$ cat src/rtl/riio_por_reset_seq.sv
// Power-on-reset sequencer: synchronises and glitch-filters POR_N_I, then releases NUM_CH
// reset domains in order. Software re-sequencing is built only with RIIO_POR_SEQ_SW_RST_EN.
module riio_por_reset_seq #(
  parameter int unsigned NUM_CH        = 4,
  parameter int unsigned SYNC_STAGES   = 2,
  parameter int unsigned FILTER_CYCLES = 16,
  parameter int unsigned STAGE_CYCLES  = 8
) (
  input  logic              CLK_I,
  input  logic              RST_N_I,
  input  logic              POR_N_I,
  input  logic              SW_RST_REQ_I,
  output logic              SW_RST_ACK_O,
  output logic [NUM_CH-1:0] RST_N_O,
  output logic              READY_O,
  output logic [1:0]        STATE_O
);

  localparam int unsigned CNT_MAX = (FILTER_CYCLES > STAGE_CYCLES) ? FILTER_CYCLES : STAGE_CYCLES;
  localparam int unsigned CNT_W   = $clog2(CNT_MAX + 1);
  localparam int unsigned CH_W    = $clog2(NUM_CH + 1);

  localparam logic [CNT_W-1:0]  FILTER_LAST = CNT_W'(FILTER_CYCLES - 1);
  localparam logic [CNT_W-1:0]  STAGE_LAST  = CNT_W'(STAGE_CYCLES - 1);
  localparam logic [CH_W-1:0]   CH_LAST     = CH_W'(NUM_CH - 1);
  localparam logic [NUM_CH-1:0] CH_ONE      = NUM_CH'(1);

  typedef enum logic [1:0] {
    S_HOLD    = 2'd0,
    S_FILTER  = 2'd1,
    S_RELEASE = 2'd2,
    S_DONE    = 2'd3
  } state_t;

  logic [SYNC_STAGES-1:0] r_sync;
  logic                   w_por_s;
  state_t                 r_state;
  logic [CNT_W-1:0]       r_cnt;
  logic [CH_W-1:0]        r_ch;
  logic [NUM_CH-1:0]      r_rst_n;
  logic [NUM_CH-1:0]      w_rel_mask;

  always_ff @(posedge CLK_I or negedge RST_N_I) begin
    if (!RST_N_I) begin
      r_sync <= '0;
    end else begin
      r_sync <= {r_sync[SYNC_STAGES-2:0], POR_N_I};
    end
  end

  assign w_por_s    = r_sync[SYNC_STAGES-1];
  assign w_rel_mask = CH_ONE << r_ch;

`ifdef RIIO_POR_SEQ_SW_RST_EN
  logic r_ack;
`endif

  // A low synchronised POR overrides every state; HOLD itself only leaves on a high POR.
  always_ff @(posedge CLK_I or negedge RST_N_I) begin
    if (!RST_N_I) begin
      r_state <= S_HOLD;
      r_cnt   <= '0;
      r_ch    <= '0;
      r_rst_n <= '0;
`ifdef RIIO_POR_SEQ_SW_RST_EN
      r_ack   <= 1'b0;
`endif
    end else begin
`ifdef RIIO_POR_SEQ_SW_RST_EN
      r_ack <= 1'b0;
`endif
      if (!w_por_s) begin
        r_state <= S_HOLD;
        r_cnt   <= '0;
        r_ch    <= '0;
        r_rst_n <= '0;
      end else begin
        case (r_state)
          S_HOLD: begin
            r_state <= S_FILTER;
            r_cnt   <= '0;
          end
          S_FILTER: begin
            if (r_cnt == FILTER_LAST) begin
              r_state <= S_RELEASE;
              r_cnt   <= '0;
              r_ch    <= '0;
            end else begin
              r_cnt <= r_cnt + 1'b1;
            end
          end
          S_RELEASE: begin
            if (r_cnt == STAGE_LAST) begin
              r_rst_n <= r_rst_n | w_rel_mask;
              r_cnt   <= '0;
              r_ch    <= r_ch + 1'b1;
              if (r_ch == CH_LAST) begin
                r_state <= S_DONE;
              end
            end else begin
              r_cnt <= r_cnt + 1'b1;
            end
          end
          S_DONE: begin
`ifdef RIIO_POR_SEQ_SW_RST_EN
            if (SW_RST_REQ_I) begin
              r_state <= S_FILTER;
              r_cnt   <= '0;
              r_ch    <= '0;
              r_rst_n <= '0;
              r_ack   <= 1'b1;
            end
`endif
          end
          default: begin
            r_state <= S_HOLD;
          end
        endcase
      end
    end
  end

`ifdef RIIO_POR_SEQ_SW_RST_EN
  assign SW_RST_ACK_O = r_ack;
`else
  logic w_unused_sw_req;
  assign w_unused_sw_req = SW_RST_REQ_I;
  assign SW_RST_ACK_O    = 1'b0;
`endif

  assign RST_N_O = r_rst_n;
  assign READY_O = (r_state == S_DONE);
  assign STATE_O = r_state;

endmodule

$ cat config.mk
export PLATFORM = sky130hd
export DESIGN_NAME = riio_por_reset_seq
export DESIGN_NICKNAME = d
export VERILOG_FILES = /design/src/rtl/riio_por_reset_seq.sv
export SDC_FILE = /design/constraint.sdc
export NUM_CORES = 1
export LEC_CHECK = 0
export ABC_AREA = 1
export CAP_MARGIN = 20
export CORE_ASPECT_RATIO = 1.25
export CORE_MARGIN = 4
export CORE_UTILIZATION = 45
export DETAILED_ROUTE_END_ITERATION = 8
export PLACE_DENSITY = 0.67
export SYNTH_ARGS = -nofsm -noshare
export SYNTH_HDL_FRONTEND = slang
export SYNTH_SLANG_ARGS = --single-unit
$ cat constraint.sdc
create_clock -name CLK_I -period 1.9 [get_ports CLK_I]
set_input_delay 0.38 -clock CLK_I [delete_from_list [all_inputs] [get_ports CLK_I]]
set_output_delay 0.38 -clock CLK_I [all_outputs]
set_load 0.01 [all_outputs]
==> metrics.md, run 1 <==
| Metric | Value |
|---|---|
| Yosys top cell by area | dfrtp_1 |
| Clock sinks | 16 |
| FF+latch count, synth | 16 |
| Met2 Use GR | between 20% and 30% |
| Routability cong. | approximately 0.84 |
| Highest clock rate | between 500 and 600 MHz |
| Final HPWL DP | about 1400 um |
| Setup-failing EPs final | 0 |
| Htree depth | 1 |
| Final hold viol count | 0 |
| CTS Buffer Depth | 2 |
| Synth warn | 0 |
| CP Data Arrival Time | roughly 1.4 ns |
| GR Overflow Total | 0 |
| Maximum vdd drop | 659 uV |
| Via count | between 700 and 800 |
| Overall routing resource usage | 13.9% |
| Skew-Pair Late Insertion Delay | just under 0.3 ns |
| Clock buffer count from CTS | 3 |
| Final Routed Wirelength | 1720 um |
| First-pass GRT wire length | about 3100 um |
| Die height | ~60 um |
| RSZ-0062 raised after global routing | no |
| Pin count of the biggest net entering global routing | 17 |
| Tcrit/Tclk final | approximately 96% |
| Clock Power Share | 22.1% |
| Total die area | approximately 3000 um^2 |
| Final WS setup | just under 0.08 ns |
| Worst Hold Class | reg2reg |
| Port Buf Inserts | 9 |
| Worst-path fanout max | 5 |
| Req. time, crit path | 1.52 ns |
| TritonCTS clock tree | done |
| Setup_tns | 0 ns |
| Pint | roughly 630 uW |
| Comb power frac | between 30% and 40% |
| Layout cells sized above 1 | 12.0% |
| Setup bufs post-CTS | 0 |
| Final Cell Area | around 1100 um^2 |
| Syn Inst Count | 120 |
| Clock Skew | between 0.003 and 0.004 ns |
| Part of the power in registers | 41.0% |
| Ports | 12 |
| # fillers | ~190 |
| Max incr delay on CP | roughly 0.54 ns |
| Width of the die | between 40 and 50 um |
| CP startpoint kind | flip-flop |
| # DRC | 0 |
| DRT Pass-1 Iters | 4 |
| Status | finished clean |
| Max-slew violation count | 0 |
| # resized after CTS | 0 |
| Avg WL per Cell | between 10 and 15 um |
| Busiest grt layer | met2 |
| Diode count | 0 |
| Crit Path Class | reg2out |
| Vias in the first global route | about 770 |
| Crit-path cells | ha_1, clkdlybuf4s50_1 |
| Minimum clock period | around 1.8 ns |
| Hold bufs inserted after CTS | 0 |
| Placement Rows | 18 |
| Area Growth Syn to Fin | 15.6% |
| GR Layer Usage met1 | between 10 and 15% |
| DP Area | roughly 1100 um^2 |
| Asr flop ratio synth | between 90% and 100% |
| Net count, final | 150 |
| Pleak | 0.000575 uW |
| CTS root buf | clkbuf_4 |
| Met3 Use GR | approximately 3.2% |
| Slowest-stage cell, CP | clkdlybuf4s50_1 |
| Synth top area share | 41.2% |
| Endpoint class of the critical path | output port |
| Net switching power figure | 387 uW |
| ANT nets after route | 0 |
| Ys flop type | dfrtp_1 |
| Dpl ws | roughly 0.35 ns |
| P per Cell Area | 909 nW/um^2 |
| Core box area | 2030 um^2 |
| Vias per inst | ~5 |
| Syn Area/Cell | around 8.1 um^2 |
| Sequential-to-total area share from yosys stat | 41.2% |
| Mapped cell area | 971 um^2 |
| Max cap viols | 0 |
| Drt initial violations | 8 |
| CTS clock-pin slew for the worst setup and hold paths | ~0.090 ns |
| Number of flops mapped to enable cells by yosys | 0 |
| Top cells by area, synth | dfrtp_1 (41%), ha_1 (15%), nand2_1 (11%), inv_1 (7.3%), nand3_1 (4.1%) |
| Mapped Nets | 136 |
| Netlist cell types | 18 |
| Sw Ratio | a little under two fifths |
| Initial antenna violation count | 0 |
| Initial Util | roughly 48% |
==> Yosys cell counts (3+ instances only) <==
cell type,instances
nand2_1,29
a21oi_1,4
ha_1,12
inv_1,19
dfrtp_1,16
inv_2,3
nand3_2,3
nand4_1,5
nand3_1,8
nor2_2,3
nor2_1,9
==> cells in the final DEF, fill, tap and decap left out, drive strengths merged, types with 3 or more instances in the layout <==
| cell type | instances |
|---|---|
| nand3 | 11 |
| clkdlybuf4s50 | 9 |
| o21ai | 3 |
| nand2 | 31 |
| clkbuf | 4 |
| nor2 | 12 |
| nand4 | 5 |
| inv | 22 |
| ha | 12 |
| dfrtp | 16 |
| a21oi | 4 |
==> stage by stage <==
step | power (uW) | std cells | hold slack [ns] | util (%)
floorplan | 685 | 120 | 0.0844 | -
global placement | 794 | 149 | 0.332 | 53.6
CTS | 1030 | 153 | 0.372 | 55.4
finish | 1020 | 153 | 0.377 | 55.4
detailed placement | 801 | 149 | 0.354 | 53.6
global route | 1110 | 153 | 0.385 | 55.4
==> per-layer routing <==
| layer | share of wire, % | up-vias | wire length, um |
|---|---|---|---|
| li1 | - | 401 | - |
| met1 | 43 | 364 | 733 |
| met2 | 51 | 11 | 879 |
| met3 | 3.8 | 4 | 66 |
| met4 | 2.2 | 0 | 38 |
| met5 | 0 | - | 0 |
==> path summary, 6_finish.rpt <==
kind                                   startpoint              endpoint  slack, ns  depth (start not counted)
max                        STATE_O[1]$_DFFE_PN0P_               READY_O       0.08                          2
min                           r_sync[0]$_DFF_PN0_   r_sync[1]$_DFF_PN0_       0.38                          0
max reg2reg                  r_cnt[0]$_DFFE_PN0P_   r_ch[1]$_DFFE_PN0P_       0.33                          9
min reg2reg                   r_sync[0]$_DFF_PN0_   r_sync[1]$_DFF_PN0_       0.38                          0
max in group asynchronous                 RST_N_I  r_cnt[0]$_DFFE_PN0P_       1.32                          2
min in group asynchronous                 RST_N_I   r_ch[0]$_DFFE_PN0P_       0.40                          2
==> worst max-delay path, delay by kind of cell, from the launching register on <==
kind	cells	cell delay, ns
DFF	1	0.43
adders and majority gates	1	0.18
buffers and inverters	1	0.54
==> kinds of logic after synthesis <==
logic type	after synthesis	synth area share, %
flops	16	41.2
simple gates	59	28.4
compound gates	8	4.38
fa+ha+maj	12	15.5
xor+xnor	1	0.902
other cells	1	0.386
buf+inv	23	9.28
==> flip-flops by register name, indices dropped and copies added, names as in the netlist <==
| name | flops |
|---|---|
| STATE_O | 2 |
| RST_N_O | 4 |
| r_sync | 2 |
| r_ch | 3 |
| r_cnt | 5 |
==> final cells by class <==
cell class,instances,area [um^2],area share (%)
Multi-Input combinational cell,81,480,42.8
Timing Repair Buffer,10,97.6,8.70
Tap cell,20,25.0,2.23
Clock buffer,4,36.3,3.23
Inverter,22,82.6,7.36
Sequential cell,16,400,35.7
==> power groups by stage <==
stage | sequential, uW | clock [uW] | combinational [uW]
floorplan | 421 | 0 | 264
global placement | 421 | 0 | 373
detailed placement | 424 | 0 | 377
CTS | 417 | 235 | 380
global route | 423 | 254 | 434
finish | 418 | 226 | 376
Note: power is estimated with default switching activity, not from simulation.
==> inputs of run 2 (changes only) <==
Settings changed: CORE_UTILIZATION 45 to 53, PLACE_DENSITY 0.67 to 0.77, SETUP_SLACK_MARGIN set to 0.05.
Clock period 1.9 ns to 2 ns, I/O delays scaled along.
==> run 2 against run 1 <==
Against the previous run: power down 5.6%; worst hold slack worse by 0.021 ns; setup slack better by 0.12 ns; register-to-register slack gained 0.10 ns; sequential cell count unchanged; sequential power is 6.0% lower; clock-buffer cell count is the same; wire length shrank 2.0%; clock skew is 0.0013 ns higher.
==> metrics.md, run 2 (synthesis results as in run 1) <==
| Metric | Value |
|---|---|
| Status | finished clean |
| Slowest-stage cell, CP | clkdlybuf4s50_1 |
| Maximum vdd drop | approximately 520 uV |
| RR Endpoint | r_ch[1]$_DFFE_PN0P_ |
| Reg2reg setup slack | 0.43 ns |
| Routability cong. | 0.728 |
| Final Cell Area | about 1100 um^2 |
| Max cap viols | 0 |
| Crit Path Class | reg2out |
| Htree depth | 1 |
| Initial antenna violation count | 0 |
| Setup-failing EPs final | 0 |
| Pleak | about 0.00057 uW |
| Most flop-heavy register | r_cnt |
| Minimum clock period | 1.80 ns |
| Final Routed Wirelength | around 1700 um |
| CP startpoint kind | flip-flop |
| CP Data Arrival Time | about 1.4 ns |
| DP Area | between 1000 and 1500 um^2 |
| Worst Hold Class | reg2reg |
| Worst-path fanout max | 5 |
| # resized after CTS | 0 |
| Pin count of the biggest net entering global routing | 17 |
| Width of the die | 46.3 um |
| CTS Buffer Depth | 2 |
| Total die area | 2580 um^2 |
| Final hold viol count | 0 |
| Max incr delay on CP | approximately 0.53 ns |
| Hold Path Sink | r_sync[1]$_DFF_PN0_ |
| GR Overflow Total | 0 |
| Core box area | about 1700 um^2 |
| Port Buf Inserts | 9 |
| DRT Pass-1 Iters | 4 |
| Layout cells sized above 1 | 12.0% |
| Req. time, crit path | 1.60 ns |
| Setup_tns | 0 ns |
| Drt initial violations | 7 |
| Diode count | 0 |
| R2R cell count | 9 |
| Worst r2r src | r_cnt[0]$_DFFE_PN0P_ |
| First-pass GRT wire length | a little over 3000 um |
| Placed insts | roughly 150 |
| Non-Filler Instances | ~150 |
| Flip-flop count of the largest register after layout | 5 |
| Setup bufs post-CTS | 0 |
| Endpoint class of the critical path | output port |
| Hold path depth | 0 |
| Clock Skew | 0.00467 ns |
| Tcrit/Tclk final | about nine tenths |
| CTS root buf | clkbuf_4 |
| Vias per inst | about 5 |
| Max-slew violation count | 0 |
| Clock sinks | 16 |
| Clock buffer count from CTS | 3 |
| Skew-Pair Late Insertion Delay | around 0.29 ns |
| Overall routing resource usage | between 15 and 20% |
| Hold bufs inserted after CTS | 0 |
| Commonest non-fill, non-tap cells in the layout | nand2_1 (29), inv_1 (19), dfrtp_1 (16) |
| # DRC | 0 |
| Avg WL per Cell | approximately 11 um |
| Crit-path cells | ha_1, clkdlybuf4s50_1 |
| P per Cell Area | 859 nW/um^2 |
| Net count, final | 150 |
| Vias in the first global route | just under 800 |
| Final HPWL DP | ~1400 um |
| Die height | roughly 56 um |
| Hold Startpoint | r_sync[0]$_DFF_PN0_ |
| Commonest non-fill, non-tap cell in the layout | nand2_1 |
| Highest clock rate | 555 MHz |
| Crit-path leading delay family | buffers and inverters |
| Initial Util | between 50% and 60% |
| ANT nets after route | 0 |
| Placement Rows | 17 |
| Via count | 772 |
| TritonCTS clock tree | done |
| RSZ-0062 raised after global routing | no |
| Ports | 12 |
| Bufs and invs on worst path | 1 |
| CTS clock-pin slew for the worst setup and hold paths | around 0.09 ns |
| Area Growth Syn to Fin | 15.5% |
[run 2: per-layer routing]
metal	routed length (um)	vias to the layer above	global-route usage, %	part of all wire [%]
met5	0	-	0	0
met4	38	0	7.32	2.3
li1	-	400	-	-
met1	636	346	16.9	38
met3	92	5	2.27	5.5
met2	917	21	28.7	54
[run 2: how the worst max path moves through the flow]
stage | startpoint | to | slack (ns) | depth (start not counted)
after floorplan | r_cnt[0]$_DFFE_PN0P_ | STATE_O[0]$_DFFE_PN0P_ | 0.59 | 8
final | STATE_O[0]$_DFFE_PN0P_ | READY_O | 0.20 | 2
after global routing | STATE_O[1]$_DFFE_PN0P_ | READY_O | 0.11 | 2
after detailed placement | r_cnt[0]$_DFFE_PN0P_ | r_ch[1]$_DFFE_PN0P_ | 0.44 | 9
after CTS | STATE_O[0]$_DFFE_PN0P_ | READY_O | 0.17 | 2
after global placement | r_cnt[0]$_DFFE_PN0P_ | STATE_O[1]$_DFFE_PN0P_ | 0.49 | 8
[run 2: per-stage QoR]
| step | hold WS [ns] | total power (uW) | utilization (%) | setup slack, ns |
|---|---|---|---|---|
| after CTS | 0.360 | 979 | 64.3 | 0.167 |
| final | 0.356 | 963 | 64.3 | 0.199 |
| after detailed placement | 0.337 | 761 | 62.2 | 0.445 |
| after global placement | 0.334 | 749 | 62.2 | 0.489 |
| after floorplan | 0.104 | 651 | - | 0.587 |
| after global routing | 0.392 | 1050 | 64.3 | 0.114 |
[run 2: area by class of cell]
cell class,count,area [um^2]
tap,19,23.8
fill,155,623
inverter,22,82.6
multi-input combinational,81,480
clock buffer,4,36.3
sequential,16,400
timing repair buffer,10,97.6
[run 2: report_power, final]
part	internal [uW]	leakage [uW]	switching [uW]	total [uW]
Sequential	355	0.000216	37.8	393
Combinational	137	0.000338	221	358
Clock	111	0.0000210	102	212
